## config.mk

```make
export PLATFORM = sky130hd
export DESIGN_NAME = mem_access_stage
export DESIGN_NICKNAME = d
export VERILOG_FILES = /design/src/rtl/mem_access_stage.sv
export SDC_FILE = /design/constraint.sdc
export NUM_CORES = 1
export LEC_CHECK = 0
export CORE_MARGIN = 3
export CORE_UTILIZATION = 39
export CTS_CLUSTER_DIAMETER = 40
export DETAILED_ROUTE_END_ITERATION = 6
export PLACE_DENSITY = 0.8
export SETUP_SLACK_MARGIN = 0.1
export SLEW_MARGIN = 40
export SYNTH_ARGS = -nofsm -noshare
export SYNTH_HDL_FRONTEND = slang
export SYNTH_SLANG_ARGS = --single-unit
export TNS_END_PERCENT = 100
```

## constraint.sdc

```tcl
create_clock -name clk -period 3.8 [get_ports clk]
set_input_delay 1.14 -clock clk [delete_from_list [all_inputs] [get_ports clk]]
set_output_delay 1.14 -clock clk [all_outputs]
set_load 0.005 [all_outputs]
```

## src/rtl/mem_access_stage.sv

```systemverilog
// MEM stage of the RV32I pipeline: data-memory handshake, store lane
// steering, load extension, and the MEM/WB pipeline register.
//
// state   | meaning
// --------+--------------------------------------------------------------
// ST_IDLE | no access outstanding; a request here may complete zero-wait
// ST_WAIT | request issued and not yet acknowledged; timeout counter runs
module mem_access_stage #(
   parameter int XLEN           = 32,
   parameter int TIMEOUT_CYCLES = 16
) (
   input  logic            clk,
   input  logic            rst_n,
   input  logic            ex_valid,
   input  logic            ex_memRead,
   input  logic            ex_memWrite,
   input  logic            ex_regWrite,
   input  logic [4:0]      ex_rd,
   input  logic [2:0]      ex_f3,
   input  logic [XLEN-1:0] ex_alu_result,
   input  logic [XLEN-1:0] ex_store_data,
   output logic            mem_req,
   output logic            mem_we,
   output logic [XLEN-1:0] mem_addr,
   output logic [XLEN-1:0] mem_wdata,
   output logic [3:0]      mem_wstrb,
   input  logic [XLEN-1:0] mem_rdata,
   input  logic            mem_ready,
   output logic            stall_o,
   output logic            wb_valid,
   output logic            wb_regWrite,
   output logic            wb_memToReg,
   output logic [4:0]      wb_rd,
   output logic [XLEN-1:0] wb_alu_result,
   output logic [XLEN-1:0] wb_load_data,
   output logic            wb_misaligned,
   output logic            wb_bus_err
);

   typedef enum logic {ST_IDLE, ST_WAIT} state_t;

   localparam int            CW       = $clog2(TIMEOUT_CYCLES) + 1;
   localparam logic [CW-1:0] CNT_LAST = CW'(TIMEOUT_CYCLES - 1);

   state_t          state_q, state_d;
   logic [CW-1:0]   cnt_q, cnt_d;
   logic            mem_op;
   logic            legal;
   logic            fault;
   logic            timeout_hit;
   logic [1:0]      off;
   logic [7:0]      byte_sel;
   logic [15:0]     half_sel;
   logic [XLEN-1:0] load_ext;

   assign off    = ex_alu_result[1:0];
   assign mem_op = ex_valid & (ex_memRead | ex_memWrite);

   // Access legality: funct3 must name a real access of this direction and
   // the address must be naturally aligned for its size.
   always_comb begin
      legal = 1'b0;
      if (ex_memWrite) begin
         case (ex_f3)
            3'b000:  legal = 1'b1;
            3'b001:  legal = ~off[0];
            3'b010:  legal = (off == 2'b00);
            default: legal = 1'b0;
         endcase
      end else begin
         case (ex_f3)
            3'b000, 3'b100: legal = 1'b1;
            3'b001, 3'b101: legal = ~off[0];
            3'b010:         legal = (off == 2'b00);
            default:        legal = 1'b0;
         endcase
      end
   end

   assign fault = mem_op & ~legal;

   // Gated by rst_n so an in-flight request drops the moment reset asserts.
   assign mem_req     = mem_op & legal & rst_n;
   assign mem_we      = ex_memWrite;
   assign mem_addr    = {ex_alu_result[XLEN-1:2], 2'b00};
   assign timeout_hit = (state_q == ST_WAIT) & mem_req & ~mem_ready & (cnt_q == CNT_LAST);
   assign stall_o     = mem_req & ~mem_ready & ~timeout_hit;

   // Store lane steering: replicate the datum across all lanes, enable only
   // the addressed bytes.
   always_comb begin
      mem_wdata = '0;
      mem_wstrb = 4'b0000;
      if (ex_memWrite) begin
         case (ex_f3[1:0])
            2'b00: begin
               mem_wdata = {(XLEN/8){ex_store_data[7:0]}};
               mem_wstrb = 4'b0001 << off;
            end
            2'b01: begin
               mem_wdata = {(XLEN/16){ex_store_data[15:0]}};
               mem_wstrb = 4'b0011 << off;
            end
            2'b10: begin
               mem_wdata = ex_store_data;
               mem_wstrb = 4'b1111;
            end
            default: begin
               mem_wdata = '0;
               mem_wstrb = 4'b0000;
            end
         endcase
      end
   end

   assign byte_sel = mem_rdata[{off, 3'b000} +: 8];
   assign half_sel = mem_rdata[{off[1], 4'b0000} +: 16];

   // Load extraction and sign/zero extension.
   always_comb begin
      case (ex_f3)
         3'b000:  load_ext = {{(XLEN-8){byte_sel[7]}}, byte_sel};
         3'b100:  load_ext = {{(XLEN-8){1'b0}}, byte_sel};
         3'b001:  load_ext = {{(XLEN-16){half_sel[15]}}, half_sel};
         3'b101:  load_ext = {{(XLEN-16){1'b0}}, half_sel};
         default: load_ext = mem_rdata;
      endcase
   end

   // FSM state and wait counter registers.
   always_ff @(posedge clk or negedge rst_n) begin
      if (!rst_n) begin
         state_q <= ST_IDLE;
         cnt_q   <= '0;
      end else begin
         state_q <= state_d;
         cnt_q   <= cnt_d;
      end
   end

   // Next state: enter WAIT on an unacknowledged request, leave on ready,
   // timeout, or a request that has vanished.
   always_comb begin
      state_d = state_q;
      cnt_d   = cnt_q;
      case (state_q)
         ST_IDLE: begin
            cnt_d = '0;
            if (mem_req & ~mem_ready) begin
               state_d = ST_WAIT;
               cnt_d   = CW'(1);
            end
         end
         ST_WAIT: begin
            if (~mem_req | mem_ready | timeout_hit) begin
               state_d = ST_IDLE;
               cnt_d   = '0;
            end else begin
               cnt_d = cnt_q + CW'(1);
            end
         end
         default: begin
            state_d = ST_IDLE;
            cnt_d   = '0;
         end
      endcase
   end

   // MEM/WB register: bubble while stalled, otherwise commit the entry.
   always_ff @(posedge clk or negedge rst_n) begin
      if (!rst_n) begin
         wb_valid      <= 1'b0;
         wb_regWrite   <= 1'b0;
         wb_memToReg   <= 1'b0;
         wb_rd         <= '0;
         wb_alu_result <= '0;
         wb_load_data  <= '0;
         wb_misaligned <= 1'b0;
         wb_bus_err    <= 1'b0;
      end else if (stall_o) begin
         wb_valid      <= 1'b0;
         wb_regWrite   <= 1'b0;
         wb_misaligned <= 1'b0;
         wb_bus_err    <= 1'b0;
      end else begin
         wb_valid      <= ex_valid;
         wb_regWrite   <= ex_regWrite & ex_valid & ~fault & ~timeout_hit;
         wb_memToReg   <= ex_memRead;
         wb_rd         <= ex_rd;
         wb_alu_result <= ex_alu_result;
         wb_load_data  <= load_ext;
         wb_misaligned <= fault;
         wb_bus_err    <= timeout_hit;
      end
   end

endmodule

```

**After elaboration in Yosys (flattened, before gate mapping)**

Cells that the tools add are included.

- Register bits: 80
- Bits in latches: 0
- Bits in writable memories: 0
- Memory bits (read-only): 0
- Input bits: 111
- Output and inout bits: 145
- Word-level logic and storage cells: 67
- Memories kept: 0

- $add $sub $neg: 1
- Multiply operators: 0
- Div/mod/pow operators: 0
- $lt $le $gt $ge: 0
- Equal/unequal tests: 7
- Shift-type cells: 4
- Mux-type cells: 18
- Bitwise gates (word level): 22
- Reduce and logical (&&, ||, !) cells: 5

Operators with widths:

| kind | count |
|---|---|
| one-hot mux 32 bit (4 select lines) | 1 |
| one-hot mux 32 bit (3 select lines) | 1 |
| 2-to-1 mux 32 bit | 1 |
| indexed part select 32 x 6 -> 16 bit | 1 |
| indexed part select 32 x 6 -> 8 bit | 1 |
| AND 1 bit | 12 |
| one-hot mux 4 bit (3 select lines) | 1 |
| one-hot mux 5 bit (2 select lines) | 1 |
| 2-to-1 mux 1 bit | 8 |
| inverter 1 bit | 7 |
| equality test 3 bit (second input constant) | 2 |
| one-hot mux 1 bit (3 select lines) | 2 |
| adder 5 x 1 -> 5 bit (second input constant) | 1 |
| equality test 5 x 4 -> 1 bit (second input constant) | 1 |
| 2-to-1 mux 5 bit | 1 |
| zero test 2 bit | 2 |
| 2-to-1 mux 4 bit | 1 |
| OR reduction 2 bit | 2 |
| << shifter 1 x 2 -> 4 bit (first input constant) | 1 |
| << shifter 2 x 2 -> 4 bit (first input constant) | 1 |
| equality test 3 x 1 -> 1 bit (second input constant) | 1 |
| equality test 3 x 2 -> 1 bit (second input constant) | 1 |
| zero test 3 bit | 1 |
| OR 1 bit | 3 |
| 3 further kinds | 3 |

**Depth between registers and ports, before layout**

- Word-level depth: 12
- Mapped depth: 11
- Gate-level depth less buffers: 7

**Least setup slack after synthesis**

OpenSTA, ideal clock, no wires.

- Path type: input-to-output
- From: input ex_alu_result[0]
- To: output stall_o
- Arrival time: 2.469 ns
- Data required time: 2.660 ns
- Slack: 0.191 ns
- Cell stages on the path: 8
- Path buffers: 4
- Cell sequence: buf_6 a221oi_2 o2111ai_1 or2_1 buf_6 inv_2 buf_6 buf_8

- Cells in the longest elaborated chain, start to end: 10
- Elaborated cells on any way between the ends: 13
- Those cells by class: 3 x mux; 9 x bitwise; 1 x reduce/logical

RTL lines:

| what | RTL line | RTL |
|---|---|---|
| from (decl) | 20 | `input logic [XLEN-1:0] ex_alu_result,` |
| zero test 2 bit / inverter 1 bit (equally long branches) | n/a |  |
| one-hot mux 1 bit (3 select lines) (on tied branches) | 71, 64 |  |
| 2-to-1 mux 1 bit (*) | 63 | `if (ex_memWrite) begin` |
| AND 1 bit (*) (2 in a row) | 83 | `assign mem_req = mem_op & legal & rst_n;` |
| AND 1 bit (3 in a row) | 86 | `assign timeout_hit = (state_q == ST_WAIT) & mem_req & ~mem_ready & (cnt_q == CNT_LAST);` |
| inverter 1 bit | 87 | `assign stall_o = mem_req & ~mem_ready & ~timeout_hit;` |
| AND 1 bit (*) | 87 |  |
| to (decl) | 29 | `output logic stall_o,` |

Mark *: on every way between the ends. The rest lies on a longest branch, timed or not.

**Worst setup path after layout**

- From: input ex_store_data[13]
- To: output mem_wdata[13]

- Cells in the longest elaborated chain, start to end: 2

RTL lines:

| what | RTL line | RTL |
|---|---|---|
| from (decl) | 21 | `input logic [XLEN-1:0] ex_store_data,` |
| one-hot mux 32 bit (3 select lines) | 95 | `case (ex_f3[1:0])` |
| 2-to-1 mux 32 bit | 94 | `if (ex_memWrite) begin` |
| to (decl) | 25 | `output logic [XLEN-1:0] mem_wdata,` |

Every way passes these cells.

==> metrics.txt <==
simple-gate portion of the synthesized area=16.9%; most common cell after layout, fill and taps aside=clkdlybuf4s50_1; PortBufs=253; Overflow after GRT=0; Final min period=3.67 ns; GRT Util Overall=23.9%; Critical path buffers and inverters=2; largest net degree at the start of global routing=81; Post-synth EDFFs=0; Slowest-stage cell, CP=clkdlybuf4s50_1; Synth Area in Compound Gates=around 14%; clk slew on worst S/H paths=0.06 ns; final setup fails=0; crit-path cells=clkdlybuf4s50_1 > mux2i_1 > nor2_1 > a21oi_1 > nor2b_1 > clkdlybuf4s50_1; Clk Latency, worst-skew pair=0.33 ns; yosys warns=0; Clock Path Buffers=2; diode count=0; Hold Buf Count CTS=0; clk_skew=0.00743 ns; Top FF cell, synth=dfrtp_1; Worst Path Arrival=2.53 ns; layout cells sized above 1=around 15%; RSZ-0062 raised after global routing=yes; Slew Viols, Final=0; multiplexer share of the synthesized area=13.3%; Unique masters post-synth=45; cts bufs inserted=9; CP most frequent cell=clkdlybuf4s50_1; vias in the first global route=about 4500; clock sink count=80; delay-heaviest family, CP=buffers and inverters; Avg Synthesized Cell Area=9.87 µm²; Detail Route Antenna Nets=0; Slew headroom=52.2%; DRT iter0 DRCs=306; dpl cell area=6940 µm²; asr flop ratio synth=100%; CTS H-Tree Depth=3; WL final=15.9 mm; status=finished, final reports clean; CP endpoint kind=primary output; DR DRC count=0; critical path type=in2out; Final GP Congestion=0.871; die area=12800 µm²; Hold Path Class=reg2reg; global-route wire length before repair=23.9 mm; Pwr Density=319 nW/µm²; fmax=272 MHz; # nets final=795; CORE AREA=11000 µm²; width of the chip=113 µm; root buf cell=clkbuf_16; Vias=4418; placed cells=approximately 800; routed length per placed instance=19.3 µm; Post-DP HPWL=11.8 mm; Seq/Total Area, Yosys=44.7%; worst ir drop on vdd=0.215 mV; CP Launch Type=input port; initial antenna violation count=0; Synth Register Bits=80; CTS tree=built; initial core utilization=40.6%; total of max-cap violations=0; post-route insts no fill=a little over 800; Rows=38; Post-Syn Area=approximately 4500 µm²; Leakage=between 0.003 and 0.004 µW; Synth Instances=roughly 450; WP data required=2.66 ns; Via density=~5.3; Synth Area in Adders=0.559%; Filler Cells Inserted=868; Final Cell Area=7410 µm²; I/O pin cnt=256; worst-margin pin slew=just over 0.7 ns; Synth Area in XOR/XNOR=less than 1%; most frequent cells in the layout=clkdlybuf4s50_1, dfrtp_1, nor2b_1; final hold viol count=0; post-route clock period utilization=a little over nine tenths; Die Y=113 µm; crit-path max cell delay=0.52 ns; drt pass-1 iters=5; largest family of logic cells by synthesized area=simple AND/OR/NAND/NOR gates; CP Max Fanout=2; Area Overhead vs Synth=65.5%
[report_power, final]
part	switching (µW)	total [µW]	internal [µW]
Sequential	33.2	947	914
Combinational	229	604	375
Clock	336	811	475
Total	598	2360	1760
[metal layers]
metal / GRT usage [%] / vias to the layer above / wire [µm]
met5: 0 / - / 0
met3: 6.79 / 29 / 1390
met4: 9.05 / 0 / 415
met1: 25.9 / 2103 / 5800
met2: 43.8 / 256 / 8310
li1: - / 2030 / -
[synthesized netlist by cell type (2+ instances only)]
master    instances  area [µm²]
a21o_1            2        15.0
a21oi_1          31         155
a222oi_1          6        60.1
a22oi_1           2        15.0
a31oi_1          35         219
and2_1           10        62.6
buf_1             2        7.51
buf_4            35         263
buf_6             3        33.8
clkbuf_1         29         109
dfrtp_1          80        2000
ha_1              2        25.0
inv_1             5        18.8
mux2_1            9         101
mux2_2           35         394
mux2i_1          10         100
nand2_1          24        90.1
nand2b_1          2        12.5
nor2_1           15        56.3
nor2b_1          45         282
nor3_1           38         190
o21a_1           10        75.1
o21ai_1           2        10.0
[worst register-to-register path, cell delays in order, from the launching register on]
cell,delay [ns]
dfrtp_1,0.42
ha_1,0.25
and3_1,0.19
ha_1,0.20
and2_1,0.17
or2_1,0.24
inv_2,0.10
buf_4,0.42
mux2_2,0.40
[flip-flops by register name, summed over array words and instances (netlist names)]
signal and flops:
cnt_q 5, wb_bus_err 1, state_q 1, wb_alu_result 32, wb_misaligned 1, wb_valid 1, wb_regWrite 1, wb_rd 5
wb_memToReg 1, wb_load_data 32
[what timing repair did]
item | in CTS | in global routing
setup buffers | 3 | 4
resized for setup | 43 | 23
pin swaps | 5 | 11
cloned | 2 | 1
setup endpoints to repair | 39 | 22
[cell families (layout without fill, tap and decap cells)]
kind of cell | after synthesis | in the layout
AO/OA/AOI/OAI | 96 | 96
XOR/XNOR | 2 | 2
adder cells (fa/ha/maj) | 2 | 2
buffers and inverters | 77 | 308
flip-flops | 80 | 80
multiplexers | 54 | 54
other | 1 | 2
AND/OR/NAND/NOR | 142 | 142
[final cells by class]
class | count | area (µm²) | area share, %
Clock buffer | 11 | 253 | 3.41
Clock inverter | 4 | 30.0 | 0.405
Inverter | 6 | 22.5 | 0.304
Multi-Input combinational cell | 298 | 2070 | 27.9
Sequential cell | 80 | 2000 | 27.0
Tap cell | 140 | 175 | 2.36
Timing Repair Buffer | 287 | 2860 | 38.6
[final timing paths]
| path | start | slack, ns | cells after the start | to |
|---|---|---|---|---|
| max | ex_store_data[13] | 0.13 | 6 | mem_wdata[13] |
| min | wb_alu_result[30] | 0.49 | 1 | wb_alu_result[30] |
| max reg2reg | cnt_q[0] | 1.29 | 8 | wb_alu_result[15] |
| min reg2reg | wb_alu_result[30] | 0.49 | 1 | wb_alu_result[30] |
| max in group asynchronous | rst_n | 2.34 | 2 | wb_load_data[11] |
| min in group asynchronous | rst_n | 0.97 | 2 | wb_alu_result[1] |
[metrics by stage]
stage / TNS (ns) / utilization [%] / hold slack, ns / power [µW] / worst slack (ns)
3_5_place_dp: -13.53 / 62.9 / 0.481 / 1550 / -0.442
6_report: 0 / 67.2 / 0.491 / 2360 / 0.127
2_1_floorplan: 0 / - / 0.489 / 1160 / 0.191
3_3_place_gp: -13.40 / 62.9 / 0.476 / 1540 / -0.430
5_1_grt: 0 / 67.2 / 0.513 / 2460 / 0.0219
4_1_cts: 0 / 66.2 / 0.494 / 2370 / 0.106
No activity file was read; power rests on OpenSTA's default activity.
